### src/rtl/mac_pkg.sv
// mac_pkg: shared defaults, beat counter width and FSM state encodings
// for the mac_accum dot-product accumulator.
package mac_pkg;

  // Default operand and accumulator widths.
  localparam int DATA_W_DEF = 8;
  localparam int ACC_W_DEF  = 20;

  // Beat counter width and its saturation value.
  localparam int               CNT_W   = 4;
  localparam logic [CNT_W-1:0] CNT_MAX = '1;

  // Frame-level FSM states.
  typedef enum logic [1:0] {
    ST_IDLE  = 2'b00,
    ST_ACCUM = 2'b01,
    ST_DRAIN = 2'b10,
    ST_HOLD  = 2'b11
  } mac_state_t;

  // Beat count increment that sticks at CNT_MAX instead of wrapping.
  function automatic logic [CNT_W-1:0] cnt_sat_inc(input logic [CNT_W-1:0] cnt);
    return (cnt == CNT_MAX) ? cnt : cnt + 1'b1;
  endfunction

endpackage

### src/rtl/mac_sat_add.sv
// mac_sat_add: stage-2 adder of the MAC pipeline. Sign-extends the
// registered product to the accumulator width and adds it.
// Build option MAC_SATURATE_EN: when defined the sum clamps to the most
// positive / most negative accumulator value and 'clamped' flags it;
// otherwise the sum wraps and 'clamped' is held at 0.
module mac_sat_add
  import mac_pkg::*;
#(
  parameter int PROD_W = 2 * DATA_W_DEF,
  parameter int ACC_W  = ACC_W_DEF
) (
  input  logic signed [ACC_W-1:0]  acc,
  input  logic signed [PROD_W-1:0] prod,
  output logic signed [ACC_W-1:0]  sum,
  output logic                     clamped
);

  logic signed [ACC_W-1:0] prod_ext;

  assign prod_ext = ACC_W'(prod);

`ifdef MAC_SATURATE_EN

  localparam logic signed [ACC_W-1:0] ACC_MAX = {1'b0, {(ACC_W-1){1'b1}}};
  localparam logic signed [ACC_W-1:0] ACC_MIN = {1'b1, {(ACC_W-1){1'b0}}};

  logic signed [ACC_W:0] sum_wide;

  assign sum_wide = (ACC_W+1)'(acc) + (ACC_W+1)'(prod_ext);

  // Clamp when the extra sign bit disagrees with the result sign bit.
  always_comb begin
    sum     = sum_wide[ACC_W-1:0];
    clamped = 1'b0;
    if (sum_wide[ACC_W] != sum_wide[ACC_W-1]) begin
      clamped = 1'b1;
      sum     = sum_wide[ACC_W] ? ACC_MIN : ACC_MAX;
    end
  end

`else

  assign sum     = acc + prod_ext;
  assign clamped = 1'b0;

`endif

endmodule

### src/rtl/mac_accum.sv
// mac_accum: two-stage signed multiply-accumulate with a frame FSM
// (IDLE -> ACCUM -> DRAIN -> HOLD) and a valid/ready result handshake.
// Build option MAC_SATURATE_EN selects a clamping accumulator with a
// per-frame overflow flag (see mac_sat_add); without it the sum wraps
// and overflow_o stays 0.
module mac_accum
  import mac_pkg::*;
#(
  parameter int DATA_W = DATA_W_DEF,
  parameter int ACC_W  = ACC_W_DEF
) (
  input  logic                     clk_i,
  input  logic                     rst_i,
  input  logic                     mac_en_i,
  input  logic                     mac_valid_i,
  input  logic signed [DATA_W-1:0] w_data_i,
  input  logic signed [DATA_W-1:0] x_data_i,
  input  logic                     done_i,
  output logic signed [ACC_W-1:0]  result_o,
  output logic [CNT_W-1:0]         beat_cnt_o,
  output logic                     result_valid_o,
  input  logic                     result_ready_i,
  output logic                     busy_o,
  output logic                     overflow_o,
  output logic                     err_o
);

  localparam int PROD_W = 2 * DATA_W;

  mac_state_t state_q, state_d;
  logic       drain_cnt_q;

  logic beat;
  logic accepting;
  logic beat_ok;
  logic enter_hold;
  logic release_hold;
  logic protocol_err;

  logic signed [PROD_W-1:0] prod_q;
  logic                     prod_vld_q;

  logic signed [ACC_W-1:0]  acc_q;
  logic signed [ACC_W-1:0]  acc_sum;
  logic                     acc_clamped;
  logic [CNT_W-1:0]         cnt_q;
  logic                     ovf_frame_q;

  assign beat         = mac_en_i & mac_valid_i;
  assign accepting    = (state_q == ST_IDLE) || (state_q == ST_ACCUM);
  assign beat_ok      = beat & accepting;
  assign enter_hold   = (state_q == ST_DRAIN) && drain_cnt_q;
  assign release_hold = (state_q == ST_HOLD) && result_valid_o && result_ready_i;
  assign protocol_err = (beat & ~accepting)
                      | (done_i & ~accepting)
                      | (beat_ok & (cnt_q == CNT_MAX));

  assign busy_o = (state_q != ST_IDLE);

  // State register plus the two-cycle DRAIN timer.
  always_ff @(posedge clk_i or posedge rst_i) begin
    if (rst_i) begin
      state_q     <= ST_IDLE;
      drain_cnt_q <= 1'b0;
    end else begin
      state_q     <= state_d;
      drain_cnt_q <= (state_q == ST_DRAIN) ? ~drain_cnt_q : 1'b0;
    end
  end

  // Next-state logic; done_i wins over a coincident beat in IDLE.
  always_comb begin
    state_d = state_q;
    case (state_q)
      ST_IDLE: begin
        if (done_i) begin
          state_d = ST_DRAIN;
        end else if (beat) begin
          state_d = ST_ACCUM;
        end
      end
      ST_ACCUM: begin
        if (done_i) begin
          state_d = ST_DRAIN;
        end
      end
      ST_DRAIN: begin
        if (drain_cnt_q) begin
          state_d = ST_HOLD;
        end
      end
      ST_HOLD: begin
        if (release_hold) begin
          state_d = ST_IDLE;
        end
      end
      default: begin
        state_d = ST_IDLE;
      end
    endcase
  end

  // Stage 1: register the full-width product of each accepted beat.
  always_ff @(posedge clk_i or posedge rst_i) begin
    if (rst_i) begin
      prod_q     <= '0;
      prod_vld_q <= 1'b0;
    end else if (release_hold) begin
      prod_q     <= '0;
      prod_vld_q <= 1'b0;
    end else begin
      prod_vld_q <= beat_ok;
      if (beat_ok) begin
        prod_q <= PROD_W'(w_data_i) * PROD_W'(x_data_i);
      end
    end
  end

  mac_sat_add #(
    .PROD_W (PROD_W),
    .ACC_W  (ACC_W)
  ) u_sat_add (
    .acc     (acc_q),
    .prod    (prod_q),
    .sum     (acc_sum),
    .clamped (acc_clamped)
  );

  // Stage 2: fold the registered product into the running sum.
  always_ff @(posedge clk_i or posedge rst_i) begin
    if (rst_i) begin
      acc_q       <= '0;
      ovf_frame_q <= 1'b0;
    end else if (release_hold) begin
      acc_q       <= '0;
      ovf_frame_q <= 1'b0;
    end else if (prod_vld_q) begin
      acc_q <= acc_sum;
      if (acc_clamped) begin
        ovf_frame_q <= 1'b1;
      end
    end
  end

  // Count accepted beats in the current frame, sticking at CNT_MAX.
  always_ff @(posedge clk_i or posedge rst_i) begin
    if (rst_i) begin
      cnt_q <= '0;
    end else if (release_hold) begin
      cnt_q <= '0;
    end else if (beat_ok) begin
      cnt_q <= cnt_sat_inc(cnt_q);
    end
  end

  // Capture the frame result on HOLD entry and hold it until accepted.
  always_ff @(posedge clk_i or posedge rst_i) begin
    if (rst_i) begin
      result_o       <= '0;
      beat_cnt_o     <= '0;
      overflow_o     <= 1'b0;
      result_valid_o <= 1'b0;
    end else if (enter_hold) begin
      result_o       <= acc_q;
      beat_cnt_o     <= cnt_q;
      overflow_o     <= ovf_frame_q;
      result_valid_o <= 1'b1;
    end else if (release_hold) begin
      result_valid_o <= 1'b0;
    end
  end

  // Sticky protocol error flag; only reset clears it.
  always_ff @(posedge clk_i or posedge rst_i) begin
    if (rst_i) begin
      err_o <= 1'b0;
    end else if (protocol_err) begin
      err_o <= 1'b1;
    end
  end

endmodule

### config.mk
export PLATFORM = sky130hd
export DESIGN_NAME = mac_accum
export DESIGN_NICKNAME = d
export VERILOG_FILES = /design/src/rtl/mac_pkg.sv /design/src/rtl/mac_sat_add.sv /design/src/rtl/mac_accum.sv
export SDC_FILE = /design/constraint.sdc
export NUM_CORES = 1
export LEC_CHECK = 0
export BUFFER_PORTS_ARGS = -buffer_cell sky130_fd_sc_hd__buf_2
export CAP_MARGIN = 10
export CORE_ASPECT_RATIO = 2
export CORE_MARGIN = 8
export CORE_UTILIZATION = 45
export CTS_BUF_LIST = sky130_fd_sc_hd__clkbuf_4
export DETAILED_ROUTE_END_ITERATION = 10
export HOLD_SLACK_MARGIN = 0.05
export PLACE_DENSITY = 0.68
export SLEW_MARGIN = 15
export SYNTH_ARGS = -nofsm -noshare
export SYNTH_HDL_FRONTEND = slang
export SYNTH_SLANG_ARGS = --single-unit
### constraint.sdc
create_clock -name clk_i -period 6.33 [get_ports clk_i]
set_clock_uncertainty 0.05 [all_clocks]
set_input_delay 0.3165 -clock clk_i [delete_from_list [all_inputs] [get_ports clk_i]]
set_output_delay 0.3165 -clock clk_i [all_outputs]
set_load 0.03 [all_outputs]
==> metrics <==
outcome=finished clean; Setup WS pre-CTS=1700 ps; final hold vios=0; multi-input logic area=4120 um2; post-synthesis cell count=662; CTS tree=built; sequential fraction of the synthesis area=27.6%; M1 GR Usage=15.2%; DIE WIDTH=100 um; total grt overflow=0; yosys warns=0; r2r startpoint=acc_q[0]; minimum clock period=4160 ps; hold crit path type=input pin to async pin; vias in the first global route=5125; dominant synthesized flop cell=dfrtp_1; Final Cycle Share=65.8%; PostCTS Resize Cnt=0; post-synthesis xor/xnor area fraction=3.73%; clock root buffer=clkbuf_4; gr busiest metal=met2; EDFF count, synth=0; global routing usage on met2=29.7%; CTS Buf Count=9; postcts setup bufs=0; FP Rows=61; Internal=1.88 mW; register clock-pin slew on the reported worst setup and hold paths=110 ps; Clk pwr share=12.7%; Post-DP Area=6760 um2; gpl congestion=0.853; combinational power share=64.1%; crit-path max FO=8; die area=18400 um2; fin nets=840; Synth Area per Inst=9.59 um2; Flop pwr share=23.1%; leakage power=3.44 nW; largest family of logic cells by synthesized area=adder cells; die height=184 um; largest net degree at the start of global routing=71; max cap viols=0; Core ar.=13800 um2; Storage cell area=1750 um2; Post-Route WL=12900 um; Final Cell Area=7000 um2; Post-Syn Nets=793; Total Routing Usage GR=15.2%; Crit. End Element=flip-flop; Ports=50; compound-cell area share of the yosys netlist=12.7%; Max Fclk=240 MHz; FILL cells=1293; Yosys cell types=61; post-route setup slack=2170 ps; via count=4627; synthesis-stage register bit count=70; layout cell share with drive strength beyond 1=14.7%; ANT nets after route=0; H-tree Lvls=3; Core Util, Final=50.7%; Clock Sink Count=70; slew margin rel.=28.6%; First-pass DRT Iterations=4; ys async rst share=100%; switching pwr=1.57 mW; drt wl/cell=14.3 um; Via density=5.12; P&R area growth vs syn=10.3%; Critical-path top delay cell=fa_1; IO buf count=48; met3 GRT Util=1.67%; Initial DRC Count=123; simple logic cell fraction of the synthesized area=14.7%; # DRC=0; crit path cell chain=buf_2 -> and2_1 -> ha_1 -> inv_1 -> fa_1 -> inv_1 -> fa_1 -> inv_1 -> fa_1 -> inv_1 -> ha_1 -> o21a_1 -> o21ai_0 -> nand2b_1 -> a311oi_1 -> a21oi_1 -> xnor2_1 -> a21oi_1; CP Data Required Time=6580 ps; Worst path most repeated cell=inv_1; first-pass GRT wire length=22900 um; Max VDD drop=177 uV; Final setup violation count=0; switching share of power=45.4%; worst hold slack=80.6 ps; Worst-Margin Slew=1070 ps; cts hold-fix bufs=0; Synth Area in Adders=28.1%; starting density of the core=45.9%; post-synthesis cell area=6350 um2; CP Class=input pin to flip-flop; RSZ-0062 raised after global routing=false; clock buffer depth=2; setup TNS=0 ps; slowest stage delay, CP=540 ps; Critical Path Start Type=input pin; initial antenna violation count=1; Worst Path Arrival=4410 ps; Pwr Density=493 nW/um2; post-DP HPWL=10700 um; Crit. Startpoint=x_data_i[0]; final max-slew violation count=0; clk_lat worst skew=410 ps; mux share of post-synthesis cell area=5.68%
[power groups by stage]
stage	registers (mW)	clock network [mW]	logic, mW
final	0.799	0.440	2.21
after global routing	0.832	0.468	2.50
after CTS	0.801	0.451	2.24
after detailed placement	0.811	0	2.23
after global placement	0.799	0	2.16
after floorplan	0.916	0	1.65
[critical path, delay by kind of cell]
| family | cells | cell delay, ps |
|---|---|---|
| adder cells (fa/ha/maj) | 5 | 2270 |
| AND/OR/NAND/NOR | 2 | 280 |
| XOR/XNOR | 1 | 160 |
| AO/OA/AOI/OAI | 5 | 930 |
| buffers and inverters | 5 | 430 |
[metrics by stage]
step,power [mW],std cells
after floorplan,2.57,662
after global placement,2.96,887
final,3.45,904
after global routing,3.80,904
after CTS,3.49,903
after detailed placement,3.04,887
[logic make-up after synthesis]
group	Yosys count
compound gates	118
flops	70
simple gates	186
other cells	1
fa+ha+maj	109
mux	33
xor+xnor	27
buf+inv	118
[placed cells by master (no fill, tap or decap), types with 5 or more instances in the layout]
cell type and n:
inv_1 101, dfrtp_1 70, fa_1 56, ha_1 53, nand2_1 51, buf_2 48, and2_1 47, nor2_1 42
a21oi_1 35, mux2_2 24, xnor2_1 21, o21ai_0 14, a211oi_1 13, nand3_1 10, a21o_1 10, nor2b_1 10
clkbuf_4 10, o21a_1 9, mux2i_1 9, nand2b_1 7, xor2_1 6, nor3_1 5, bufinv_16 5
[state kept, by name, indices dropped and copies added, names as in the netlist]
name	flops
drain_cnt_q	1
cnt_q	4
beat_cnt_o	4
prod_vld_q	1
acc_q	20
state_q	2
err_o	1
result_valid_o	1
result_o	20
prod_q	16
[final timing paths]
| kind | endpoint | slack, ps | cells after the start |
|---|---|---|---|
| max | prod_q[15] | 2170 | 18 |
| min | beat_cnt_o[2] | 80 | 3 |
| max reg2reg | acc_q[16] | 3600 | 9 |
| min reg2reg | drain_cnt_q | 400 | 1 |
| max in group asynchronous | acc_q[11] | 5570 | 3 |
| min in group clk_i | result_valid_o | 120 | 4 |
[synth_stat cells (5+ instances only)]
cell type,number,share of area [%]
a211oi_1,13,1.5
a21o_1,10,1.2
a21oi_1,35,2.8
and2_1,47,4.6
clkbuf_1,11,0.65
dfrtp_1,70,28
fa_1,56,18
ha_1,53,10
inv_1,102,6.0
mux2_2,24,4.3
mux2i_1,9,1.4
nand2_1,51,3.0
nand2b_1,7,0.69
nand3_1,10,0.79
nor2_1,42,2.5
nor2b_1,10,0.99
nor3_1,5,0.39
o21a_1,9,1.1
o21ai_0,14,1.1
xnor2_1,21,2.9
xor2_1,6,0.83
[final cells by class]
class	instances	share of cell area, %
Sequential cell	70	25.0
Inverter	102	5.47
Antenna cell	1	0.0358
Multi-Input combinational cell	474	58.9
Clock inverter	6	2.25
Clock buffer	10	1.07
Tap cell	189	3.38
Timing Repair Buffer	52	3.86
[layer usage]
layer  vias to the layer above  part of all wire (%)
li1                       2269                     -
met1                      2275                    37
met2                        64                    58
met3                        19                   2.2
met4                         0                   2.4
met5                         -                     0
Power figures use the tool's default switching activity.
